===== src/rtl/fpu_div16.sv =====
// Iterative FP16 divider (result = a / b): restoring radix-2, one quotient bit per clock.
// Define FPU_DIV_ROUND_EN for round-to-nearest-even; the default build truncates.
module fpu_div16 #(
   parameter int ITERS = 13
) (
   input  logic        clk,
   input  logic        rst,
   input  logic        in_valid,
   output logic        in_ready,
   input  logic [15:0] a,
   input  logic [15:0] b,
   output logic        out_valid,
   input  logic        out_ready,
   output logic [15:0] result
);

   typedef enum logic [1:0] {IDLE, DIV, PACK, DONE} state_t;

   state_t      state_q, state_d;
   logic        sign_q, sign_d;
   logic [4:0]  ea_q, ea_d;
   logic [4:0]  eb_q, eb_d;
   logic [10:0] mb_q, mb_d;
   logic [11:0] rem_q, rem_d;
   logic [12:0] quo_q, quo_d;
   logic [3:0]  cnt_q, cnt_d;
   logic [15:0] result_q, result_d;

   // Operand classification (denormals flush to zero, exp==31 is Inf regardless of mantissa)
   logic        a_zero, b_zero, a_inf, b_inf, in_sign;
   logic        is_special;
   logic [15:0] special_res;

   always_comb begin
      a_zero      = (a[14:10] == 5'd0);
      b_zero      = (b[14:10] == 5'd0);
      a_inf       = (a[14:10] == 5'h1F);
      b_inf       = (b[14:10] == 5'h1F);
      in_sign     = a[15] ^ b[15];
      is_special  = 1'b1;
      special_res = 16'h0000;
      if ((a_zero && b_zero) || (a_inf && b_inf)) begin
         special_res = 16'h7E00;
      end else if (b_zero || a_inf) begin
         special_res = {in_sign, 5'h1F, 10'h000};
      end else if (a_zero || b_inf) begin
         special_res = {in_sign, 15'h0000};
      end else begin
         is_special = 1'b0;
      end
   end

   // One restoring iteration
   logic        rem_ge;
   logic [11:0] rem_sub;
   logic [11:0] rem_shift;

   always_comb begin
      rem_ge    = (rem_q >= {1'b0, mb_q});
      rem_sub   = rem_ge ? (rem_q - {1'b0, mb_q}) : rem_q;
      rem_shift = {rem_sub[10:0], 1'b0};
   end

   // Normalise, optionally round, and range-check the finished quotient
   logic [9:0]        pk_mant;
   logic              pk_guard, pk_sticky;
   logic signed [6:0] pk_exp;
   logic [15:0]       pack_res;

   always_comb begin
      if (quo_q[12]) begin
         pk_mant   = quo_q[11:2];
         pk_guard  = quo_q[1];
         pk_sticky = quo_q[0] | (rem_q != 12'd0);
         pk_exp    = $signed({2'b00, ea_q}) - $signed({2'b00, eb_q}) + 7'sd15;
      end else begin
         pk_mant   = quo_q[10:1];
         pk_guard  = quo_q[0];
         pk_sticky = (rem_q != 12'd0);
         pk_exp    = $signed({2'b00, ea_q}) - $signed({2'b00, eb_q}) + 7'sd14;
      end
`ifdef FPU_DIV_ROUND_EN
      if (pk_guard && (pk_sticky || pk_mant[0])) begin
         if (pk_mant == 10'h3FF) begin
            pk_mant = 10'h000;
            pk_exp  = pk_exp + 7'sd1;
         end else begin
            pk_mant = pk_mant + 10'd1;
         end
      end
`endif
      if (pk_exp >= 7'sd31) begin
         pack_res = {sign_q, 5'h1F, 10'h000};
      end else if (pk_exp <= 7'sd0) begin
         pack_res = {sign_q, 15'h0000};
      end else begin
         pack_res = {sign_q, pk_exp[4:0], pk_mant};
      end
   end

`ifndef FPU_DIV_ROUND_EN
   // Guard and sticky only feed the rounding increment
   logic unused_round;
   assign unused_round = pk_guard ^ pk_sticky;
`endif

   // NOTE: every next-state signal gets its hold value first, so no path through the case can infer a latch.
   always_comb begin
      state_d  = state_q;
      sign_d   = sign_q;
      ea_d     = ea_q;
      eb_d     = eb_q;
      mb_d     = mb_q;
      rem_d    = rem_q;
      quo_d    = quo_q;
      cnt_d    = cnt_q;
      result_d = result_q;
      unique case (state_q)
         IDLE: begin
            if (in_valid) begin
               sign_d = in_sign;
               ea_d   = a[14:10];
               eb_d   = b[14:10];
               mb_d   = {1'b1, b[9:0]};
               if (is_special) begin
                  result_d = special_res;
                  state_d  = DONE;
               end else begin
                  rem_d   = {2'b01, a[9:0]};
                  quo_d   = 13'd0;
                  cnt_d   = 4'd0;
                  state_d = DIV;
               end
            end
         end
         DIV: begin
            rem_d = rem_shift;
            quo_d = {quo_q[11:0], rem_ge};
            cnt_d = cnt_q + 4'd1;
            if (cnt_q == 4'(ITERS - 1)) begin
               state_d = PACK;
            end
         end
         PACK: begin
            result_d = pack_res;
            state_d  = DONE;
         end
         DONE: begin
            if (out_ready) begin
               state_d = IDLE;
            end
         end
         default: state_d = IDLE;
      endcase
   end

   // NOTE: all state uses non-blocking assignments and resets asynchronously, so a mid-divide reset aborts at once.
   always_ff @(posedge clk or posedge rst) begin
      if (rst) begin
         state_q  <= IDLE;
         sign_q   <= 1'b0;
         ea_q     <= 5'd0;
         eb_q     <= 5'd0;
         mb_q     <= 11'd0;
         rem_q    <= 12'd0;
         quo_q    <= 13'd0;
         cnt_q    <= 4'd0;
         result_q <= 16'h0000;
      end else begin
         state_q  <= state_d;
         sign_q   <= sign_d;
         ea_q     <= ea_d;
         eb_q     <= eb_d;
         mb_q     <= mb_d;
         rem_q    <= rem_d;
         quo_q    <= quo_d;
         cnt_q    <= cnt_d;
         result_q <= result_d;
      end
   end

   assign in_ready  = (state_q == IDLE);
   assign out_valid = (state_q == DONE);
   assign result    = result_q;

endmodule

===== config.mk =====
export PLATFORM = sky130hd
export DESIGN_NAME = fpu_div16
export DESIGN_NICKNAME = d
export VERILOG_FILES = /design/src/rtl/fpu_div16.sv
export SDC_FILE = /design/constraint.sdc
export NUM_CORES = 1
export LEC_CHECK = 0
export ABC_CLOCK_PERIOD_IN_PS = 6900
export BUFFER_PORTS_ARGS = -buffer_cell sky130_fd_sc_hd__buf_2
export CAP_MARGIN = 20
export CORE_UTILIZATION = 35
export CTS_CLUSTER_DIAMETER = 150
export DETAILED_ROUTE_END_ITERATION = 8
export PLACE_DENSITY = 0.6
export SETUP_SLACK_MARGIN = 0.02
export SYNTH_ARGS = -nofsm -noshare
export SYNTH_HDL_FRONTEND = slang
export SYNTH_SLANG_ARGS = --single-unit

===== constraint.sdc =====
create_clock -name clk -period 6.9 [get_ports clk]
set_input_delay 1.035 -clock clk [delete_from_list [all_inputs] [get_ports clk]]
set_output_delay 1.035 -clock clk [all_outputs]
set_load 0.02 [all_outputs]

==> run metrics, run 1 <==
outcome=finished clean; Hold Fails Final Rpt=0; WP data required=roughly 7 ns; CP cell instances=inv_1, ha_1, fa_1, nor2b_1, o21ai_1, a21oi_1, o311a_1, nor2_2, mux2_2, o221ai_1; DRT Pass-1 Iters=5; max incr delay on CP=roughly 0.53 ns; WHS Path Cells=2; Routed wire per std cell=between 10 and 15 µm; CP delay by family, top=compound AO/OA/AOI/OAI gates; final antenna-violating net count=0; CP Max Fanout=11; Initial Utilization=0.361; Post-synth EDFFs=0; Worst Hold End=mb_q[10]; Max Cap Viol=0; Non-Filler Instances=around 700; CTS buffer count=9; H-tree Lvls=3; Hold-fix buffers, CTS=0; final setup skew=0.00964 ns; r2r setup slk=3.98 ns; post_cts resized=0; critical path arrival=between 3 and 4 ns; Crit-path slowest cell=nor2_2; Syn-to-layout area delta=16.2%; Die Height=~110 µm; Worst Path Buf+Inv=1; synthesized cell area=approximately 4400 µm²; Slew @ Worst Pin=0.883 ns; CTS tree=yes; dpl cells=~690; CP startpoint kind=flop; CP Capture Type=flop; All-Layer GR Usage=0.163; RSZ-0062 raised after global routing=false; Antenna Cells=0; post-route minimum period=roughly 3 ns; Synth top cells by count=nand2_1, dfrtp_1, o21ai_0, inv_1, nor2_1; worst hold path class=flop to flop; Core Box Area=between 10000 and 15000 µm²; Synth Register Bits=69; type of the worst setup path=flop to flop; max-slew violations=0; I/O pin count=54; Congestion Overflow GR=0; nets=approximately 590; busiest grt layer=met2; largest net degree at the start of global routing=70; Syn Area/Cell=~9.1 µm²; post-synthesis cell type count=about 70; FF-to-FF path depth=10; Clock Tree Buf Depth=2; Routed WL=between 9 and 10 mm; Worst-path clk slew=about 0.06 ns; Slew headroom=0.411; vias in the first global route=3405; M1 GR Usage=0.217; I/O Buffers=53; Mapped Cells=480; Vias/cell=just over 5; final RePlAce weighted congestion=approximately 0.82; Worst R2R Start=rem_q[0]; share of layout cells above drive strength 1=0.197; hold path startpoint=mb_q[10]; dpl hpwl=a little over 7 mm; clock root cell=clkbuf_16; first-pass GRT wire length=about 17 mm; routed vias=roughly 3500; Initial DRC Count=180; DR DRC count=0; FFs w/ async S/R, synth=1.00; setup bufs post-CTS=0; die width=~110 µm; post-synthesis net count=between 500 and 600; clock tree sinks=~70; initial antenna violation count=0; period utilisation layout=0.423; met2 usage=0.267; yosys warns=0; leading area contributor after synthesis=dfrtp_1; top-area cell type share of the netlist area=0.397; Final Setup Violations=0; post-synthesis sequential area ratio=0.397; leading post-synthesis cells by cell area=dfrtp_1, nand2_1, ha_1, o21ai_0, mux2i_1; Reg2Reg Capture Point=rem_q[2]; FP Rows=40; most common cell in the synthesized netlist=nand2_1; max frequency=about 340 MHz; DIE AREA=12900 µm²; sum of negative setup slack=0 ns; Synth Flop Type=dfrtp_1; Worst-Skew Late Latency=about 0.33 ns; met3 usage=0.0361
metrics by stage:
step	area, µm²	utilization	setup WS, ns	hold slack (ns)
after floorplan	4350	-	4.13	0.418
after global placement	4750	0.394	3.82	0.451
after detailed placement	4750	0.394	3.78	0.445
after CTS	5060	0.419	4.00	0.457
after global routing	5060	0.419	3.77	0.497
final	5060	0.419	3.98	0.460
sequential cells by signal, indices dropped and copies added (netlist names):
| register | cells |
|---|---|
| rem_q | 12 |
| ea_q | 5 |
| eb_q | 5 |
| mb_q | 11 |
| result | 16 |
| sign_q | 1 |
| cnt_q | 4 |
| quo_q | 13 |
| state_q | 2 |
cells in the final DEF, fill, tap and decap left out, types with 3 or more instances in the layout:
cell type  synthesis  final
a21boi_0           3      3
a21oi_1           13     13
a21oi_2            3      3
a22oi_1            5      5
a31oi_1            3      3
and2_1             3      3
buf_2              6     53
buf_4              1      3
clkbuf_16          0      9
clkinv_4           0      3
dfrtp_1           69     69
ha_1              25     25
inv_1             33     32
mux2_2             8      8
mux2i_1           16     16
nand2_1           87     87
nand2b_1          11     11
nand3_1           11     11
nor2_1            27     27
nor2b_1            3      3
nor3_1             9      9
o211ai_1           3      3
o21a_1             5      5
o21ai_0           43     43
o21ai_1           11     11
o221ai_1           8      8
or2_2              3      3
xnor2_1           10     10
xor2_1             4      4
layer usage:
layer  part of all wire  up-vias
li1                   -     1779
met1               0.48     1669
met2               0.48       73
met3              0.035        8
met4             0.0095        0
met5                  0        -
layout make-up:
type	count	area [µm²]
clock buffers	9	225
clock inverters	7	81.3
fillers	1212	7000
inverters	33	124
multi-input cells	359	2400
flip-flops and latches	69	1730
well taps	168	210
repair buffers	56	288
worst reg2reg max path: stages (launching register included):
cell and delay (ns):
dfrtp_1 0.38, inv_1 0.08, ha_1 0.18, fa_1 0.22
nor2b_1 0.06, o21ai_1 0.20, a21oi_1 0.13, o311a_1 0.46
nor2_2 0.54, mux2_2 0.42, o221ai_1 0.17
how the worst max path moves through the flow:
stage / startpoint / end / slack, ns / cells past startpoint
floorplan: rst / cnt_q[0] / 4.13 / 1
global placement: b[10] / rem_q[7] / 3.82 / 9
detailed placement: a[14] / rem_q[7] / 3.78 / 9
CTS: ea_q[0] / result[3] / 4.00 / 12
global route: ea_q[0] / result[9] / 3.77 / 12
finish: rem_q[0] / rem_q[2] / 3.98 / 10
kinds of logic (layout without fill, tap and decap cells):
group	Yosys count	after routing	synth area share
AO/OA/AOI/OAI	126	126	0.204
XOR/XNOR	15	15	0.0334
adder cells (fa/ha/maj)	27	27	0.0811
buffers and inverters	52	105	0.0509
flip-flops	69	69	0.397
multiplexers	25	25	0.0610
AND/OR/NAND/NOR	166	166	0.173
Power of run 1 is not shown: default switching activity piles up to over one toggle a cycle in this logic, so the estimate is an artifact.
==> run 2: changes to the inputs <==
--- a/config.mk
+++ b/config.mk
@@ -5,13 +5,13 @@
 export SDC_FILE = /design/constraint.sdc
 export NUM_CORES = 1
 export LEC_CHECK = 0
-export ABC_CLOCK_PERIOD_IN_PS = 6900
+export ABC_CLOCK_PERIOD_IN_PS = 2500
 export BUFFER_PORTS_ARGS = -buffer_cell sky130_fd_sc_hd__buf_2
 export CAP_MARGIN = 20
 export CORE_UTILIZATION = 35
 export CTS_CLUSTER_DIAMETER = 150
 export DETAILED_ROUTE_END_ITERATION = 8
-export PLACE_DENSITY = 0.6
+export PLACE_DENSITY = 0.62
 export SETUP_SLACK_MARGIN = 0.02
 export SYNTH_ARGS = -nofsm -noshare
 export SYNTH_HDL_FRONTEND = slang
==> constraint.sdc (replaced) <==
create_clock -name clk -period 2.5 [get_ports clk]
set_input_delay 0.375 -clock clk [delete_from_list [all_inputs] [get_ports clk]]
set_output_delay 0.375 -clock clk [all_outputs]
set_load 0.02 [all_outputs]
==> run metrics, run 2 (synthesis results as in run 1) <==
max incr delay on CP=0.41 ns (was 0.53 ns); Worst-Skew Late Latency=0.34 ns (was 0.33 ns); RSZ-0062 raised after global routing=true (was false); Vias/cell=5.11 (was 5.03); die width=113 µm (unchanged); DIE AREA=12900 µm² (unchanged); commonest non-fill, non-tap cell in the layout=nand2_1 (unchanged); FP Rows=40 (unchanged); most frequent cells in the layout=nand2_1, dfrtp_1, buf_2 (unchanged); Crit-path slowest cell=dfrtp_1 (was nor2_2); clock root cell=clkbuf_16 (unchanged); DR DRC count=0 (unchanged); period utilisation layout=1.04 (was 0.423); Antenna Cells=0 (unchanged); failing checks=negative setup slack; clock tree sinks=69 (unchanged); WP data required=2.69 ns (was 7.14 ns); Initial DRC Count=217 (was 180); CTS buffer count=9 (unchanged); Routed wire per std cell=14.6 µm (was 13.9 µm); Routed WL=10.8 mm (was 9.75 mm); routed vias=3763 (was 3529); first-pass GRT wire length=17.5 mm (was 16.7 mm); dpl hpwl=7.57 mm (was 7.26 mm); Max Cap Viol=0 (unchanged); CP Max Fanout=6 (was 11); CP startpoint kind=flop (unchanged); largest net degree at the start of global routing=59 (was 70); type of the worst setup path=flop to flop (unchanged); outcome=finished, violations left (was finished clean); CTS tree=yes (unchanged); I/O pin count=54 (unchanged); Worst Setup Slack, final=-0.103 ns (was 3.98 ns); Syn-to-layout area delta=30.3% (was 16.2%); H-tree Lvls=3 (unchanged); post-route minimum period=2.60 ns (was 2.92 ns); All-Layer GR Usage=0.175 (was 0.163); Clock Tree Buf Depth=2 (unchanged); Initial Utilization=0.361 (unchanged); DRT Pass-1 Iters=4 (was 5); nets=628 (was 591); max-slew violations=0 (unchanged); Hold Fails Final Rpt=0 (unchanged); vias in the first global route=3707 (was 3405); critical path arrival=2.80 ns (was 3.15 ns); Slew headroom=0.664 (was 0.411); max reg flops=16 (unchanged); Die Height=113 µm (unchanged); worst hold path class=input pin to flop (was flop to flop); CP cell instances=ha_4, fa_2, nand2b_1, a21oi_4, buf_4, xnor2_2, o211ai_1, and2_1, o21bai_4, nand3_1 (was inv_1, ha_1, fa_1, nor2b_1, o21ai_1, a21oi_1, o311a_1, nor2_2, mux2_2, o221ai_1); initial antenna violation count=0 (unchanged); Worst-path clk slew=0.06 ns (about the same); Final Setup Violations=15 (was 0); share of layout cells above drive strength 1=0.322 (was 0.197); Congestion Overflow GR=0 (unchanged); CP Capture Type=flop (unchanged); I/O Buffers=53 (unchanged); Final Core Density=0.470 (was 0.419); final antenna-violating net count=0 (unchanged); final RePlAce weighted congestion=0.877 (was 0.820); Core Box Area=12100 µm² (unchanged); Slew @ Worst Pin=0.499 ns (was 0.883 ns); final setup skew=0.00469 ns (was 0.00964 ns); max frequency=384 MHz (was 343 MHz)
run 2: timing repair:
| action | in CTS | in global routing |
|---|---|---|
| hold buffers | 1 | 0 |
| gates cloned | 1 | 0 |
| endpoints found under the hold margin | 11 | 0 |
| setup endpoints to repair | 21 | 23 |
| gates resized for setup | 24 | 40 |
| buffers inserted | 5 | 7 |
| pin swaps | 22 | 21 |
run 2: worst paths after layout:
check	from	to	slack (ns)	depth (start not counted)
max	eb_q[0]	result[13]	-0.10	10
min	b[7]	mb_q[7]	0.24	3
max reg2reg	eb_q[0]	result[13]	-0.10	10
min reg2reg	mb_q[10]	mb_q[10]	0.46	2
max in group asynchronous	rst	quo_q[3]	1.37	4
min in group asynchronous	rst	mb_q[2]	0.52	3
run 2: worst max-delay path: cells and delay by family, from the launching register on:
family,cells,cell delay [ns]
AO/OA/AOI/OAI,3,0.61
adder cells (fa/ha/maj),2,0.55
AND/OR/NAND/NOR,3,0.54
flip-flops,1,0.41
XOR/XNOR,1,0.17
buffers and inverters,1,0.16
run 2: area by class of cell:
cell class | instances | area (µm²)
clock inverter | 6 | 63.8
sequential | 69 | 1730
clock buffer | 9 | 225
fill | 1153 | 6390
timing repair buffer | 92 | 588
tap | 168 | 210
multi-input combinational | 360 | 2730
inverter | 33 | 124
run 2: routing by layer:
layer,share of wire,track usage,wire length [µm],vias to the layer above
li1,-,-,-,1851
met1,0.44,0.207,4740,1812
met2,0.50,0.300,5440,81
met3,0.035,0.0478,382,19
met4,0.021,0.0693,228,0
met5,0,0,0,-
run 2: metrics by stage:
step	hold WS [ns]	setup slack (ns)	setup TNS [ns]	area, µm²	instances
global placement	0.332	-0.0920	-1.14	4960	709
CTS	0.228	-0.0718	-0.549	5430	731
global route	0.247	-0.231	-2.90	5670	737
detailed placement	0.338	-0.207	-2.31	4960	709
finish	0.238	-0.103	-1.26	5670	737
floorplan	0.418	0.0377	0	4370	480
Power of run 2 is left out for the same reason.
